==> src/rtl/instr_fetch_unit.sv <==
// Instruction fetch unit: issues PC-addressed fetches to instruction memory, tracks in-flight
// requests and buffers returned words in an in-order FIFO toward decode.
module instr_fetch_unit #(
    parameter int DEPTH = 2
) (
    input  logic        ifu_clk,
    input  logic        ifu_rst,
    input  logic [31:0] PC_CNT,
    output logic        pc_write,
    input  logic        flush,
    output logic        imem_req,
    output logic [31:0] imem_addr,
    input  logic        imem_gnt,
    input  logic        imem_rvalid,
    input  logic [31:0] imem_rdata,
    output logic        dec_valid,
    input  logic        dec_ready,
    output logic [31:0] dec_instr,
    output logic [31:0] dec_pc
);

    localparam int CW = $clog2(DEPTH + 1);
    localparam int PW = $clog2(DEPTH);

    logic [CW-1:0] r_out_cnt;
    logic [CW-1:0] r_drop_cnt;
    logic [CW-1:0] r_fifo_cnt;
    logic [31:0]   r_pcq [DEPTH];
    logic [PW-1:0] r_pcq_wr;
    logic [PW-1:0] r_pcq_rd;
    logic [31:0]   r_fifo_pc    [DEPTH];
    logic [31:0]   r_fifo_instr [DEPTH];
    logic [PW-1:0] r_fifo_wr;
    logic [PW-1:0] r_fifo_rd;

    logic          w_pop;
    logic [CW:0]   w_occ;
    logic [CW:0]   w_credit;
    logic          w_accept;
    logic          w_resp;
    logic          w_drop;
    logic          w_push;

    // Pointer wrap that also works for non-power-of-two depths.
    function automatic logic [PW-1:0] ptr_inc(input logic [PW-1:0] p);
        if (p == PW'(DEPTH - 1)) begin
            return '0;
        end else begin
            return p + PW'(1);
        end
    endfunction

    // A redirect kills the pop; credit counts every slot an in-flight request may land in.
    assign w_pop    = dec_valid & dec_ready & ~flush;
    assign w_occ    = {1'b0, r_out_cnt} + {1'b0, r_fifo_cnt};
    assign w_credit = (CW+1)'(DEPTH) - w_occ + (CW+1)'(w_pop);
    assign imem_req  = ~ifu_rst & ~flush & (w_credit != '0);
    assign imem_addr = PC_CNT;
    assign w_accept  = imem_req & imem_gnt;
    assign pc_write  = ~ifu_rst & (w_accept | flush);

    // Responses with nothing outstanding are ignored; stale ones are dropped.
    assign w_resp = imem_rvalid & (r_out_cnt != '0);
    assign w_drop = w_resp & ((r_drop_cnt != '0) | flush);
    assign w_push = w_resp & ~w_drop;

    assign dec_valid = (r_fifo_cnt != '0);
    assign dec_pc    = r_fifo_pc[r_fifo_rd];
    assign dec_instr = r_fifo_instr[r_fifo_rd];

    // In-flight request tracking: outstanding count, PC queue and drop count.
    always_ff @(posedge ifu_clk) begin
        if (ifu_rst) begin
            r_out_cnt  <= '0;
            r_drop_cnt <= '0;
            r_pcq_wr   <= '0;
            r_pcq_rd   <= '0;
            for (int i = 0; i < DEPTH; i++) begin
                r_pcq[i] <= 32'h0000_0000;
            end
        end else begin
            r_out_cnt <= r_out_cnt + CW'(w_accept) - CW'(w_resp);
            if (w_accept) begin
                r_pcq[r_pcq_wr] <= PC_CNT;
                r_pcq_wr        <= ptr_inc(r_pcq_wr);
            end
            if (w_resp) begin
                r_pcq_rd <= ptr_inc(r_pcq_rd);
            end
            if (flush) begin
                r_drop_cnt <= r_out_cnt - CW'(w_resp);
            end else if (w_resp && (r_drop_cnt != '0)) begin
                r_drop_cnt <= r_drop_cnt - CW'(1);
            end
        end
    end

    // Decode FIFO; a flush empties it and overrides any pop.
    always_ff @(posedge ifu_clk) begin
        if (ifu_rst) begin
            r_fifo_cnt <= '0;
            r_fifo_wr  <= '0;
            r_fifo_rd  <= '0;
            for (int i = 0; i < DEPTH; i++) begin
                r_fifo_pc[i]    <= 32'h0000_0000;
                r_fifo_instr[i] <= 32'h0000_0000;
            end
        end else if (flush) begin
            r_fifo_cnt <= '0;
            r_fifo_rd  <= r_fifo_wr;
        end else begin
            r_fifo_cnt <= r_fifo_cnt + CW'(w_push) - CW'(w_pop);
            if (w_push) begin
                r_fifo_pc[r_fifo_wr]    <= r_pcq[r_pcq_rd];
                r_fifo_instr[r_fifo_wr] <= imem_rdata;
                r_fifo_wr               <= ptr_inc(r_fifo_wr);
            end
            if (w_pop) begin
                r_fifo_rd <= ptr_inc(r_fifo_rd);
            end
        end
    end

endmodule

==> config.mk <==
export PLATFORM = sky130hd
export DESIGN_NAME = instr_fetch_unit
export DESIGN_NICKNAME = d
export VERILOG_FILES = /design/src/rtl/instr_fetch_unit.sv
export SDC_FILE = /design/constraint.sdc
export NUM_CORES = 1
export LEC_CHECK = 0
export CAP_MARGIN = 20
export CORE_MARGIN = 1
export CORE_UTILIZATION = 50
export CTS_BUF_LIST = sky130_fd_sc_hd__clkbuf_4 sky130_fd_sc_hd__clkbuf_8 sky130_fd_sc_hd__clkbuf_16
export CTS_CLUSTER_DIAMETER = 100
export DETAILED_ROUTE_END_ITERATION = 10
export PLACE_DENSITY = 0.77
export SLEW_MARGIN = 20
export SYNTH_ARGS = -nofsm -noshare
export SYNTH_HDL_FRONTEND = slang
export SYNTH_SLANG_ARGS = --single-unit
==> constraint.sdc <==
create_clock -name ifu_clk -period 4.2 [get_ports ifu_clk]
set_input_delay 0.42 -clock ifu_clk [delete_from_list [all_inputs] [get_ports ifu_clk]]
set_output_delay 0.42 -clock ifu_clk [all_outputs]
set_load 0.005 [all_outputs]
==> results of run 1 <==
[metal layers]
metal / share of wire / up-vias / wire length (µm)
met5: 0 / - / 0
met4: 0.017 / 0 / 293
met3: 0.064 / 23 / 1100
met2: 0.51 / 210 / 8750
met1: 0.41 / 2604 / 7050
li1: - / 2582 / -
[power by group]
group          internal, W  leakage [nW]  switching (W)
clock network      0.00104         0.322       0.000722
logic             0.000425          1.58       0.000365
registers          0.00240          2.09       0.000108
[cells in the mapped netlist (all sizes together)]
cell    instances  area (µm²)
xor2            1        8.76
dfxtp          12         240
nor2b           3        18.8
or3b            1        11.3
fa              2        40.0
edfxtp        192        5770
nand3           2        10.0
nand4           1        6.26
buf            58         389
xnor2           6        52.6
o21ai           2        10.0
ha              6        75.1
a21o            3        22.5
mux2i          32         320
clkbuf         18        67.6
o31a            1        8.76
and2           64         400
inv            12        45.0
nor3b           3        38.8
or2             3        18.8
nand2b         34         213
nor3           68         352
a21oi           6        30.0
o311a           1        10.0
nor2           69         259
mux2           64         721
nand2           2        7.51
[layout make-up]
class	count	area (µm²)	area share
multi-input combinational	374	2670	0.235
tap	229	287	0.0251
clock buffer	22	533	0.0468
sequential	204	6010	0.528
inverter	12	45.0	0.00395
clock inverter	13	120	0.0105
timing repair buffer	174	1720	0.151
[through the flow]
step / utilization / instances / cell area [µm²] / power, W
after floorplan: - / 666 / 9140 / 0.00299
after global placement: 0.598 / 993 / 10700 / 0.00331
after detailed placement: 0.598 / 993 / 10700 / 0.00334
after CTS: 0.634 / 1028 / 11400 / 0.00510
after global routing: 0.634 / 1028 / 11400 / 0.00527
final: 0.634 / 1028 / 11400 / 0.00506
[sequential cells by signal, indices dropped and copies added, names as in the netlist, named ones only]
register and cells:
r_pcq_rd 1, r_fifo_instr 64, r_fifo_wr 1, r_out_cnt 2, r_pcq 64, r_fifo_pc 64
r_pcq_wr 1, r_fifo_rd 1, r_fifo_cnt 2, r_drop_cnt 2
[cell families (layout without fill, tap and decap cells)]
logic type | count (synthesis) | count (layout)
AO/OA/AOI/OAI | 13 | 13
XOR/XNOR | 7 | 7
adder cells (fa/ha/maj) | 8 | 8
buffers and inverters | 88 | 221
flip-flops | 204 | 204
multiplexers | 96 | 96
AND/OR/NAND/NOR | 250 | 250
[worst max path at each step]
stage	cells after the start	slack, ps	from	end
CTS	8	460	r_fifo_cnt[0]$_SDFF_PP0_	pc_write
detailed placement	9	650	dec_ready	pc_write
finish	8	480	r_fifo_cnt[0]$_SDFF_PP0_	pc_write
global route	8	310	r_fifo_cnt[0]$_SDFF_PP0_	pc_write
global placement	9	700	dec_ready	pc_write
floorplan	12	1140	flush	r_out_cnt[1]$_SDFF_PP0_
==> impl_metrics.csv, run 1 <==
group,metric,value,unit
die,core.rowCount,49,
timing,post-route-period-util,0.885,
critical_path,crit_path_frequent_cell,"fa_1",
outcome,status,"finished clean",
layout,mostFrequentLayoutCell,"edfxtp_1",
timing,final_max_slew_viol_count,0,
grt,grt_pass1_vias,5387,
clocking,clkTransAtPathRegs,60,ps
critical_path,cp_max_fo,4,
place,io_buffers,168,
timing,worst_slack,484,ps
drt,wl_per_cell,16.7,µm
layout,mostFrequentLayoutCells,"192 x edfxtp_1, 167 x clkdlybuf4s50_1, 69 x nor2_1, 67 x nor3_1",
critical_path,end_kind,"output pin",
pwr,p_leak,4.00,nW
drt,vias,5419,
synthesis,ys_warn_count,0,
timing,setup_viol,0,
critical_path,critPathMaxStageDelay,480,ps
synthesis,yosysSeqAreaShare,0.657,
critical_path,reg2reg_from,"r_fifo_cnt[0]$_SDFF_PP0_",
clocking,cts.repair.resized,0,
critical_path,crit_family,"adder cells",
layout,fillers,1318,
layout,drive_gt1_frac,0.145,
timing,skew,20.2,ps
timing,max_freq,269,MHz
clocking,numCtsBuffers,21,
synthesis,avgSynthCellArea,13.7,µm²
critical_path,timing_worst_setup_path_type,"reg2out",
clocking,hold_buffers,0,
synthesis,synth_nets,744,
grt,antenna_found_initial,0,
drt,first_iter_violations,254,
drt,drc,0,
drt,routed_wl,17200,µm
layout,antennaDiodeCount,0,
clocking,root_buffer,"clkbuf_16",
timing,slew_headroom,0.314,
min_path,hp-class,"in2reg",
drt,via_per_inst,5.27,
synthesis,synthSimpleGateAreaFrac,0.146,
synthesis,synth_xor_area_frac,0.00671,
die,start_util,0.509,
drt,ant_nets,0,
timing,tightest_slew,1030,ps
grt,use_met3,0.0327,
timing,period_needed,3720,ps
synthesis,syn_inst,666,
die,die_h,137,µm
place,place_congestion,0.750,
clocking,clockBufferDepth,3,
clocking,htreeDepth,1,
critical_path,r2r_end,"r_out_cnt[1]$_SDFF_PP0_",
place,dp.final_hpwl,10300,µm
die,ios,169,
clocking,insertion_delay,490,ps
timing,whs,457,ps
synthesis,synth.distinct_cells,34,
critical_path,r2r.worst_path.cells,12,
critical_path,crit_arrival,3300,ps
min_path,hp-start,"ifu_rst",
grt,grt_overflow,0,
synthesis,synth_fa_ha_area_frac,0.0126,
synthesis,synth_seq_cells,204,
pwr,power_density,444,nW/µm²
critical_path,setup.worst_path.start_class,"flip-flop",
die,coreArea,18000,µm²
layout,areaGrowthSynthToFinish,24.6,%
clocking,cts_setup_buffers,0,
synthesis,muxShareOfSynthArea,0.114,
synthesis,synth_compound_area_frac,0.00890,
timing,grt_setup_unrepaired,"no",
critical_path,crit_slowest_cell,"clkdlybuf4s50_1",
critical_path,critPathBufInv,1,
critical_path,crit_required,3780,ps
job,cap_violations,0,
critical_path,path_cells,"o21ai_0, nor2_1, fa_1, fa_1, nor3b_2, or2_2, a21oi_1, clkdlybuf4s50_1",
clocking,tritoncts,"built",
grt,grt_pass1_wl,26400,µm
timing,setup_tns,0,ps
place,place_ws,647,ps
min_path,hold_depth,2,
grt,top_usage_layer,"met2",
grt,grt_max_degree,67,
grt,use_met2,0.332,
grt,grt_usage,0.183,
synthesis,syn_area,9140,µm²
critical_path,r2r_slack,1040,ps
timing,hold_violations,0,
clocking,clock_sinks,204,
synthesis,synth_top_family_by_area,"simple AND/OR/NAND/NOR gates",
die,dieArea,18800,µm²
pwr,peakVddDrop,347,µV
layout,nNetsFinal,865,
drt,drt_pass1_iterations,4,
grt,grtUsageMet1,0.220,
die,fp.dieW,137,µm
Note: power is estimated with default switching activity, not from simulation.
==> run 2: changes to the inputs <==
- CAP_MARGIN: 20 -> 25
==> results of run 2 <==
No change in the layout: final DEF, timing and power equal those of run 1.
==> RTL edit: new RTL, settings of run 2 <==
Set the parameter `DEPTH` to 4 (it was 2).
--- a/src/rtl/instr_fetch_unit.sv
+++ b/src/rtl/instr_fetch_unit.sv
@@ -1,7 +1,7 @@
 // Instruction fetch unit: issues PC-addressed fetches to instruction memory, tracks in-flight
 // requests and buffers returned words in an in-order FIFO toward decode.
 module instr_fetch_unit #(
-    parameter int DEPTH = 2
+    parameter int DEPTH = 4
 ) (
     input  logic        ifu_clk,
     input  logic        ifu_rst,
Function: changed (Yosys sat finds a counterexample within 4 cycles, from zero or initial values and one cycle with ifu_rst high).
==> RTL edit against run 2 <==
  * Non-clock buffer count increased by 26
  * Setup slack got worse by 370 ps
  * Routed wire length increased by 120%
  * Final area increased by 88%
  * Total power increased by 110%
  * Area after synthesis increased by 97%
  * Sequential cell count increased by 201
  * Cell count increased by 73%
  * Highest routed layer unchanged
==> RTL edit: results (changes against run 2) <==
* VDD IR max at 0.381 mV (+9.8%)
* Largest regs: r_fifo_instr (128), r_fifo_pc (128), r_pcq (128)
* Seq/Total Area, Yosys at 0.665 (+0.00823)
* Worst Path Max Fanout at 17 (+13)
* Total GRT Usage at 0.208 (+0.0250)
* WL met1 at 15.6 mm (+120%)
* Unique masters post-synth at 52 (+53%)
* Clk_skew at 28.7 ps (+8.51 ps)
* Vias in the first global route at 10100 (+88%)
* Sequential Power Share at 0.473 (-0.023)
* Status: complete, no violations
* Fillers at 2656 (+100%)
* Syn_nets at 1233 (+66%)
* Length of routed met2 wiring at 18.8 mm (+110%)
* Initial DRC Count at 734 (+190%)
* Synth top area cells: edfxtp_1 (64%), mux4_2 (12%), and2_1 (5.8%)
* Power per cell area at 491 mW/mm^2 (+11%)
* Gpl congestion at 0.765 (+2.0%)
* Top post-synthesis cells by count: edfxtp_1 (384), and2_1 (167), nor2_1 (141)
* Sw frac at 0.256 (+0.0200)
* Initial core utilization at 0.506 (-0.00255)
* Dpl hpwl at 20.5 mm (+99%)
* Number of enable flip-flop cells after synthesis at 384 (+100%)
* Max H-tree Level at 2 (+1)
* Routed via count at 9750 (+80%)
* Skew-Pair Late Insertion Delay at 540 ps (+50 ps)
* Post-Syn Area per Cell at 15.7 sq um (+14%)
* First-pass GRT wire length at 57.2 mm (+120%)
* Largest net degree at the start of global routing at 65 (-3.0%)
* Number of CTS-inserted buffers at 42 (+100%)
* Slowest stage delay, CP at 460 ps (-20 ps)
* NumNets Final at 1377 (+59%)
* Clock Power Share at 0.335 (-0.013)
==> RTL edit: kinds of logic after synthesis <==
logic type,count (synthesis),share of synthesized area
buffers and inverters,121,0.0359
DFF,405,0.665
AOI/OAI and AO/OA,27,0.0118
and+or+nand+nor,467,0.147
muxes,100,0.123
xor gates and xnor gates,5,0.00244
adders and majority gates,19,0.0149
==> RTL edit: per-layer routing <==
metal,global-route usage,vias to the layer above
li1,-,4451
met1,0.281,4928
met2,0.358,313
met3,0.0259,58
met4,0.0549,0
met5,0,-
==> RTL edit: final timing paths <==
path | start | to | slack, ps | depth (start not counted)
setup / recovery | r_fifo_cnt[0] | pc_write | 120 | 10
hold / removal | r_pcq_rd[0] | register | 490 | 2
setup reg to reg | r_fifo_cnt[0] | r_out_cnt[2] | 290 | 16
hold reg to reg | r_pcq_rd[0] | register | 490 | 2
==> RTL edit: metrics by stage <==
stage / util / setup WS (ps) / setup TNS (ps) / std cells
after floorplan: - / -925 / -236790 / 1144
after global placement: 0.565 / 136 / 0 / 1701
after detailed placement: 0.565 / 60.7 / 0 / 1701
after CTS: 0.603 / 30.2 / 0 / 1774
after global routing: 0.605 / -27.8 / -27.8 / 1778
final: 0.605 / 118 / 0 / 1778
==> RTL edit: tightest hold or removal path: stages (launching register included) <==
cell and delay, ps:
dfxtp_1 320, nand2_1 50, a21oi_1 70
==> RTL edit: area by class of cell <==
cell class / instances / area [sq um] / share of cell area
clock inverters: 18 / 146 / 0.00682
flip-flops and latches: 405 / 12000 / 0.557
clock buffers: 55 / 1170 / 0.0543
repair buffers: 200 / 2050 / 0.0953
multi-input cells: 618 / 5490 / 0.256
inverters: 21 / 78.8 / 0.00367
well taps: 461 / 577 / 0.0269
